==> src/rtl/div_sequencer.sv <==
// Control FSM for a restoring divider: operand load, accumulator seeding, WIDTH shift/trial-subtract iterations.
// Optional divide-by-zero trap (ERR state, dvz pulse) is built when DIV_SEQ_DVZ_EN is defined.
module div_sequencer #(
    parameter int WIDTH = 10,
    parameter int CNT_W = 4
) (
    input  logic             clock,
    input  logic             rst,
    input  logic             start,
    input  logic             sub_neg,
    input  logic             divisor_zero,
    output logic             ld_operands,
    output logic             acc_init,
    output logic             loading_done,
    output logic             shift,
    output logic             acc_ld,
    output logic             q_bit,
    output logic [CNT_W-1:0] iter,
    output logic             busy,
    output logic             done,
    output logic             dvz
);

    typedef enum logic [2:0] {
        IDLE = 3'd0,
        LOAD = 3'd1,
        INIT = 3'd2,
        ITER = 3'd3,
        DONE = 3'd4
`ifdef DIV_SEQ_DVZ_EN
        ,
        ERR  = 3'd5
`endif
    } state_t;

    localparam logic [CNT_W-1:0] ITER_ZERO = {CNT_W{1'b0}};
    localparam logic [CNT_W-1:0] ITER_ONE  = CNT_W'(1);
    localparam logic [CNT_W-1:0] ITER_LAST = CNT_W'(WIDTH - 1);

    state_t           state_r;
    state_t           state_s;
    logic [CNT_W-1:0] iter_r;
    logic [CNT_W-1:0] iter_s;

`ifndef DIV_SEQ_DVZ_EN
    logic unused_divisor_zero_s;
    assign unused_divisor_zero_s = divisor_zero;
`endif

    assign iter = iter_r;

    // State and iteration counter registers with synchronous reset.
    always_ff @(posedge clock) begin
        if (rst) begin
            state_r <= IDLE;
            iter_r  <= ITER_ZERO;
        end else begin
            state_r <= state_s;
            iter_r  <= iter_s;
        end
    end

    // Next-state decode plus state-decoded strobes; acc_ld/q_bit follow sub_neg combinationally in ITER.
    always_comb begin
        state_s      = IDLE;
        iter_s       = ITER_ZERO;
        ld_operands  = 1'b0;
        acc_init     = 1'b0;
        loading_done = 1'b0;
        shift        = 1'b0;
        acc_ld       = 1'b0;
        q_bit        = 1'b0;
        busy         = 1'b0;
        done         = 1'b0;
        dvz          = 1'b0;
        case (state_r)
            IDLE: begin
                if (start) begin
                    state_s = LOAD;
                end else begin
                    state_s = IDLE;
                end
            end
            LOAD: begin
                ld_operands = 1'b1;
                busy        = 1'b1;
`ifdef DIV_SEQ_DVZ_EN
                if (divisor_zero) begin
                    state_s = ERR;
                end else begin
                    state_s = INIT;
                end
`else
                state_s = INIT;
`endif
            end
            INIT: begin
                acc_init     = 1'b1;
                loading_done = 1'b1;
                busy         = 1'b1;
                state_s      = ITER;
            end
            ITER: begin
                loading_done = 1'b1;
                shift        = 1'b1;
                busy         = 1'b1;
                acc_ld       = ~sub_neg;
                q_bit        = ~sub_neg;
                // Counter wraps to zero on the last pass so DONE and IDLE report iter = 0.
                if (iter_r == ITER_LAST) begin
                    state_s = DONE;
                    iter_s  = ITER_ZERO;
                end else begin
                    state_s = ITER;
                    iter_s  = iter_r + ITER_ONE;
                end
            end
            DONE: begin
                done    = 1'b1;
                busy    = 1'b1;
                state_s = IDLE;
            end
`ifdef DIV_SEQ_DVZ_EN
            ERR: begin
                done    = 1'b1;
                dvz     = 1'b1;
                busy    = 1'b1;
                state_s = IDLE;
            end
`endif
            default: begin
                state_s = IDLE;
            end
        endcase
    end

endmodule

==> config.mk <==
export PLATFORM = sky130hd
export DESIGN_NAME = div_sequencer
export DESIGN_NICKNAME = d
export VERILOG_FILES = /design/src/rtl/div_sequencer.sv
export SDC_FILE = /design/constraint.sdc
export NUM_CORES = 1
export LEC_CHECK = 0
export ABC_AREA = 1
export CORE_AREA = 4 4 41 43
export CTS_CLUSTER_SIZE = 40
export DETAILED_ROUTE_END_ITERATION = 8
export DIE_AREA = 0 0 45 47
export PLACE_DENSITY = 0.64
export SLEW_MARGIN = 20
export SYNTH_ARGS = -nofsm -noshare
export SYNTH_HDL_FRONTEND = slang
export SYNTH_SLANG_ARGS = --single-unit
==> constraint.sdc <==
create_clock -name clock -period 1.1 [get_ports clock]
set_clock_uncertainty 0.2 [all_clocks]
set_input_delay 0.11 -clock clock [delete_from_list [all_inputs] [get_ports clock]]
set_output_delay 0.11 -clock clock [all_outputs]
set_load 0.03 [all_outputs]
==> results of run 1 <==
## metal layers
metal  global-route usage [%]  routed length (µm)  vias up
met5                        0                   0        -
met4                     8.77                   0        0
met3                     3.83                 108        0
met2                     16.7                 435       20
met1                     9.38                 333      164
li1                         -                   -      183
## metrics by stage
stage	util [%]	hold WS, ns	instance area [µm²]	instances
2_1_floorplan	-	-0.0306	427	44
3_3_place_gp	44.3	0.248	577	76
3_5_place_dp	44.3	0.254	577	76
4_1_cts	51.7	0.263	673	82
5_1_grt	54.0	0.262	703	82
6_report	54.0	0.264	703	82
## critical path: stages, from the launching register on
cell	delay [ns]
dfxtp_4	0.37
nor3_4	0.21
nor2_2	0.06
nand2_2	0.05
buf_6	0.12
## logic make-up after synthesis
kind of cell    share of synthesized area [%]
xor+xnor                                 4.98
fa+ha+maj                                7.12
simple gates                             31.3
other cells                              1.07
flops                                    39.9
buf+inv                                  12.8
compound gates                           2.85
## sequential cells by signal (all words and copies together), names as in the netlist
signal   flops
iter         4
state_r      3
## placed cells by master, fill, tap and decap left out
master            n
nand3_4           1
ha_1              1
inv_4             2
dfxtp_2           2
nand3_1           1
nor2_1            5
nor2_4            1
dfxtp_4           5
nand2_2           1
xnor2_1           1
nand2_8           1
inv_2             3
nand2_1           1
conb_1            1
buf_4             5
a21oi_2           2
nor3_4            2
nand3_2           2
clkdlybuf4s50_1   3
ha_4              1
xor2_1            1
nand2_4           1
clkbuf_4          3
clkbuf_1          1
nand4_1           2
inv_1             3
buf_6            13
nor2_2            2
## report_power, final
group,switching [mW],internal (mW),total [mW]
logic,0.122,0.110,0.232
registers,0.0231,0.258,0.281
clock network,0.0899,0.138,0.228
## what timing repair did
action,in CTS,in global routing
setup endpoints to repair,16,19
buffers inserted,2,0
gates resized for setup,15,8
pin swaps,5,1
## cell type report
type                            instances  area (µm²)  area share [%]
Inverter                                8        35.0            4.98
Clock buffer                            4        26.3            3.74
Tap cell                               15        18.8            2.67
Timing Repair Buffer                   21         214            30.4
Multi-Input combinational cell         27         248            35.2
Sequential cell                         7         161            23.0
## how the worst min path moves through the flow
stage	from	endpoint	cells past startpoint
floorplan	rst	state_r[0]	1
global placement	iter[0]	iter[0]	1
detailed placement	iter[0]	iter[0]	1
CTS	start	state_r[0]	3
global route	start	state_r[0]	3
finish	iter[0]	iter[0]	1
==> qor.csv, run 1 <==
metric,value,unit
outcome,"complete, but fails checks",
violations,negative setup slack,
grt_max_degree,6,
worstSetupStartpoint,state_r[0],
path_clk_slew,0.05,ns
ios,18,
synth_seq_cells,7,
row_count,13,
start_util,27.0,%
drt_wl_total,877,µm
p_total,0.741,mW
async_reset_ff_share,0,%
critPathLaunchType,register,
synth.top_cells.by_area,"dfxtp_1 (40%), ha_1 (7.1%), inv_1 (6.4%)",
track_usage,9.90,%
power.leakage,0.289,nW
reg2reg_depth,6,
drtPass1Iterations,2,
synth_cells,44,
synth_nets,51,
ir_worst_vdd,0.499,mV
hp-class,register to register,
rr_endpoint,iter[2],
fin_crit,1.38,ns
clockBufferDepth,2,
die_h,47,µm
setup_ws,-0.279,ns
p_per_area,1050,mW/mm²
drt_drc_violations_left,0,
cp-endpoint,busy,
ant_nets,0,
num-fill-cells,128,
synth_top_area_share,39.9,%
first_iter_violations,1,
critical_path_class,register to primary output,
cts_inserted_buffers,3,
dp_hpwl,676,µm
cts_max_level,1,
root_buffer,clkbuf_4,
core,0.00130,mm²
grt-ovfl-total,0,
cap_violations,0,
finalHoldViolations,0,
drive_gt1_share,70.1,%
rsz0062_at_grt,yes,
gp_congestion,0.751,
worstPathArrival,1.07,ns
io_buffers,15,
worstPathRequired,0.79,ns
netlist_area,352,µm²
cts_tree,built,
insertion_delay,0.25,ns
vias_per_cell,4.48,
finalSetupViolCount,15,
synth-main-ff-cell,dfxtp_1,
dieArea,0.00212,mm²
routedWlPerCell,10.7,µm
diodes,0,
synth_cell_types,17,
drv_slew,0,
pre_cts_slack,-0.141,ns
vias,367,
synth_top_area_cell,dfxtp_1,
yosys_warnings,0,
cts_hold_buf,0,
synth.most_common_cell,dfxtp_1,
die_width,45,µm
min_period_over_period,125,%
clkSinkCount,7,
finalSetupTns,-2.32,ns
r2r_start,state_r[2],
antenna_found_initial,0,
crit_path_end_kind,primary output,
rrSetupSlack,-0.07,ns
synthTopCellsByCount,"dfxtp_1 (7), inv_1 (6), nor2_1 (6), nand2_1 (4), nand3_1 (3)",
grt_pass1_wl,1460,µm
cp_max_fo,5,
syn_avg_cell_area,7.99,µm²
synth_edf_count,0,
max_freq,725,MHz
ys_seq_area_share,39.9,%
grt_pass1_vias,359,
nNetsFinal,75,
synthToLayoutAreaGrowth,100,%
(Power assumes the default switching activity.)
==> run 2, diff against run 1 <==
--- a/config.mk
+++ b/config.mk
@@ -5,13 +5,13 @@
 export SDC_FILE = /design/constraint.sdc
 export NUM_CORES = 1
 export LEC_CHECK = 0
-export ABC_AREA = 1
 export CORE_AREA = 4 4 41 43
 export CTS_CLUSTER_SIZE = 40
 export DETAILED_ROUTE_END_ITERATION = 8
 export DIE_AREA = 0 0 45 47
-export PLACE_DENSITY = 0.64
+export PLACE_DENSITY = 0.65
 export SLEW_MARGIN = 20
 export SYNTH_ARGS = -nofsm -noshare
 export SYNTH_HDL_FRONTEND = slang
 export SYNTH_SLANG_ARGS = --single-unit
+export TNS_END_PERCENT = 20
==> qor.csv, run 2 <==
metric,value,unit,change
die_width,45,µm,unchanged
diodes,0,,unchanged
critical_path_class,register to primary output,,
synth-simple-area-share,28.5,%,-2.8 points
violations,negative setup slack,,
crit_path_end_kind,primary output,,
grt_pass1_wl,1460,µm,unchanged
netlist_area,355,µm²,+1.1%
die_h,47,µm,unchanged
drive_gt1_share,62.7,%,-7.5 points
antenna_found_initial,0,,unchanged
ant_nets,0,,unchanged
max_freq,701,MHz,-3.3%
pre_cts_slack,-0.265,ns,-0.124 ns
synthAdderAreaFrac,7.04,%,-0.075 points
outcome,"complete, but fails checks",,
worstHoldPathCells,3,,+2
synthToLayoutAreaGrowth,87.3,%,
fin_crit,1.43,ns,+0.0476 ns
critPathLaunchType,register,,
rsz0062_at_grt,yes,,
mostFrequentLayoutCells,"buf_4 (12), buf_6 (11), dfxtp_2 (6), nor2_1 (5), inv_1 (4)",,
synth.top_cells.by_area,"dfxtp_1 (39%), nor2_1 (7.4%), ha_1 (7.0%)",,
synth-main-ff-cell,dfxtp_1,,
start_util,27.3,%,+0.29 points
gp_congestion,0.754,,+0.41%
synth_cells,40,,-9.1%
synth_top_family_by_area,simple AND/OR/NAND/NOR gates,,
placedCellCount,76,,unchanged
reg2reg_depth,5,,-1
root_buffer,clkbuf_4,,
drt_drc_violations_left,0,,unchanged
worstPathArrival,1.12,ns,+0.05 ns
power.leakage,0.312,nW,+7.8%
min_period_over_period,130,%,+4.3 points
drt_wl_total,865,µm,-1.4%
vias,362,,-1.4%
synth_seq_cells,7,,unchanged
drtPass1Iterations,4,,+2
core,0.00130,mm²,unchanged
cts_max_level,1,,unchanged
ir_worst_vdd,0.544,mV,+9.1%
worstPathRequired,0.79,ns,about the same
synth_edf_count,0,,unchanged
grt_pass1_vias,366,,+1.9%
postLayoutCoreUtil,51.2,%,-2.9 points
ys_seq_area_share,39.4,%,-0.42 points
syn_avg_cell_area,8.88,µm²,+11%
hp-class,input pin to register,,
muxShareOfSynthArea,0,%,unchanged
synth_top_area_cell,dfxtp_1,,
cts_hold_buf,0,,unchanged
finalHoldViolations,0,,unchanged
vias_per_cell,4.41,,-1.4%
grt-ovfl-total,0,,unchanged
grt_max_degree,7,,+1
track_usage,10.2,%,+0.33 points
insertion_delay,0.25,ns,about the same
synth_compound_area_share,6.69,%,+3.8 points
first_iter_violations,1,,unchanged
io_buffers,15,,unchanged
largest_reg_flops,4,,unchanged
synth_top_area_share,39.4,%,-0.42 points
clockBufferDepth,2,,unchanged
design_area,666,µm²,-5.3%
setup_ws,-0.327,ns,-0.0476 ns
ios,18,,unchanged
row_count,13,,unchanged
path_clk_slew,0.05,ns,about the same
synth_xor_area_share,7.39,%,+2.4 points
cap_violations,0,,unchanged
yosys_warnings,0,,unchanged
dieArea,0.00212,mm²,unchanged
synth_nets,47,,-7.8%
finalSetupViolCount,18,,+3
cts_inserted_buffers,3,,unchanged
synth_cell_types,19,,+2
placed_area,554,µm²,-3.9%
synthTopCellsByCount,"dfxtp_1 (7), nor2_1 (7), inv_1 (4), nor3_1 (3)",,
p_per_area,1060,mW/mm²,+0.83%
mostFrequentLayoutCell,buf_4,,
final_cells,82,,unchanged
routedWlPerCell,10.5,µm,-1.4%
p_total,0.708,mW,-4.5%
cp_max_fo,4,,-1
num-fill-cells,127,,-0.78%
nNetsFinal,75,,unchanged
clkSinkCount,7,,unchanged
cts_tree,built,,
async_reset_ff_share,0,%,unchanged
drv_slew,0,,unchanged
dp_hpwl,620,µm,-8.3%
-- run 2: cell types whose count changed after synthesis, sizes merged --
cell     change
o41ai        +1
and2         +1
nand4b       +1
inv          -4
nor2b        +1
nand3b       +1
nand3        -2
a2111oi      +1
a21oi        -2
nor3         +1
nand4        -2
nand2        -3
xnor2        +1
buf          +1
-- run 2: logic make-up after synthesis --
group | Yosys count
flops | 7
other cells | 1
xor+xnor | 3
simple gates | 18
buf+inv | 7
fa+ha+maj | 2
compound gates | 2
-- run 2: power breakdown --
group,switching (mW),total [mW],internal (mW),leakage (nW)
Clock,0.0939,0.232,0.138,0.0150
Combinational,0.101,0.198,0.0968,0.236
Sequential,0.0132,0.277,0.264,0.0604
-- run 2: per-layer routing --
layer	routed length, µm	share of wire (%)	track usage, %
met5	0	0	0
met4	4	0.46	3.51
met3	86	9.9	7.28
met2	454	52	18.6
met1	319	37	8.74
-- run 2: cell type report --
class                      count  area, µm²  area share (%)
clock buffer                   4       26.3            3.95
inverter                       4       15.0            2.26
multi-input combinational     26        210            31.6
tap                           15       18.8            2.82
timing repair buffer          26        244            36.7
sequential                     7        151            22.7
-- run 2: metrics by stage --
stage	hold slack, ns	setup TNS (ns)
after floorplan	-0.0177	-3.70
after global placement	0.308	-1.52
after detailed placement	0.305	-1.62
after CTS	0.246	-3.27
after global routing	0.285	-4.51
final	0.263	-3.22
-- run 2: timing repair --
| action | 4_1_cts | 5_1_grt |
|---|---|---|
| resized for setup | 18 | 3 |
| endpoints found under the setup margin | 18 | 19 |
| pin swaps | 4 | 1 |
| buffers inserted | 1 | 1 |
-- run 2: worst paths after layout --
| kind | start | end | slack [ns] |
|---|---|---|---|
| min | start | state_r[0] | 0.26 |
| min reg2reg | iter[3] | state_r[2] | 0.31 |
| max reg2reg | iter[1] | state_r[1] | -0.22 |
| max | state_r[1] | acc_ld | -0.33 |
-- run 2: critical path, cell delays in order (launching register included) --
cell     delay (ns)
dfxtp_4        0.36
nor2b_4        0.18
nand2_4        0.08
nor2_4         0.11
buf_6          0.14
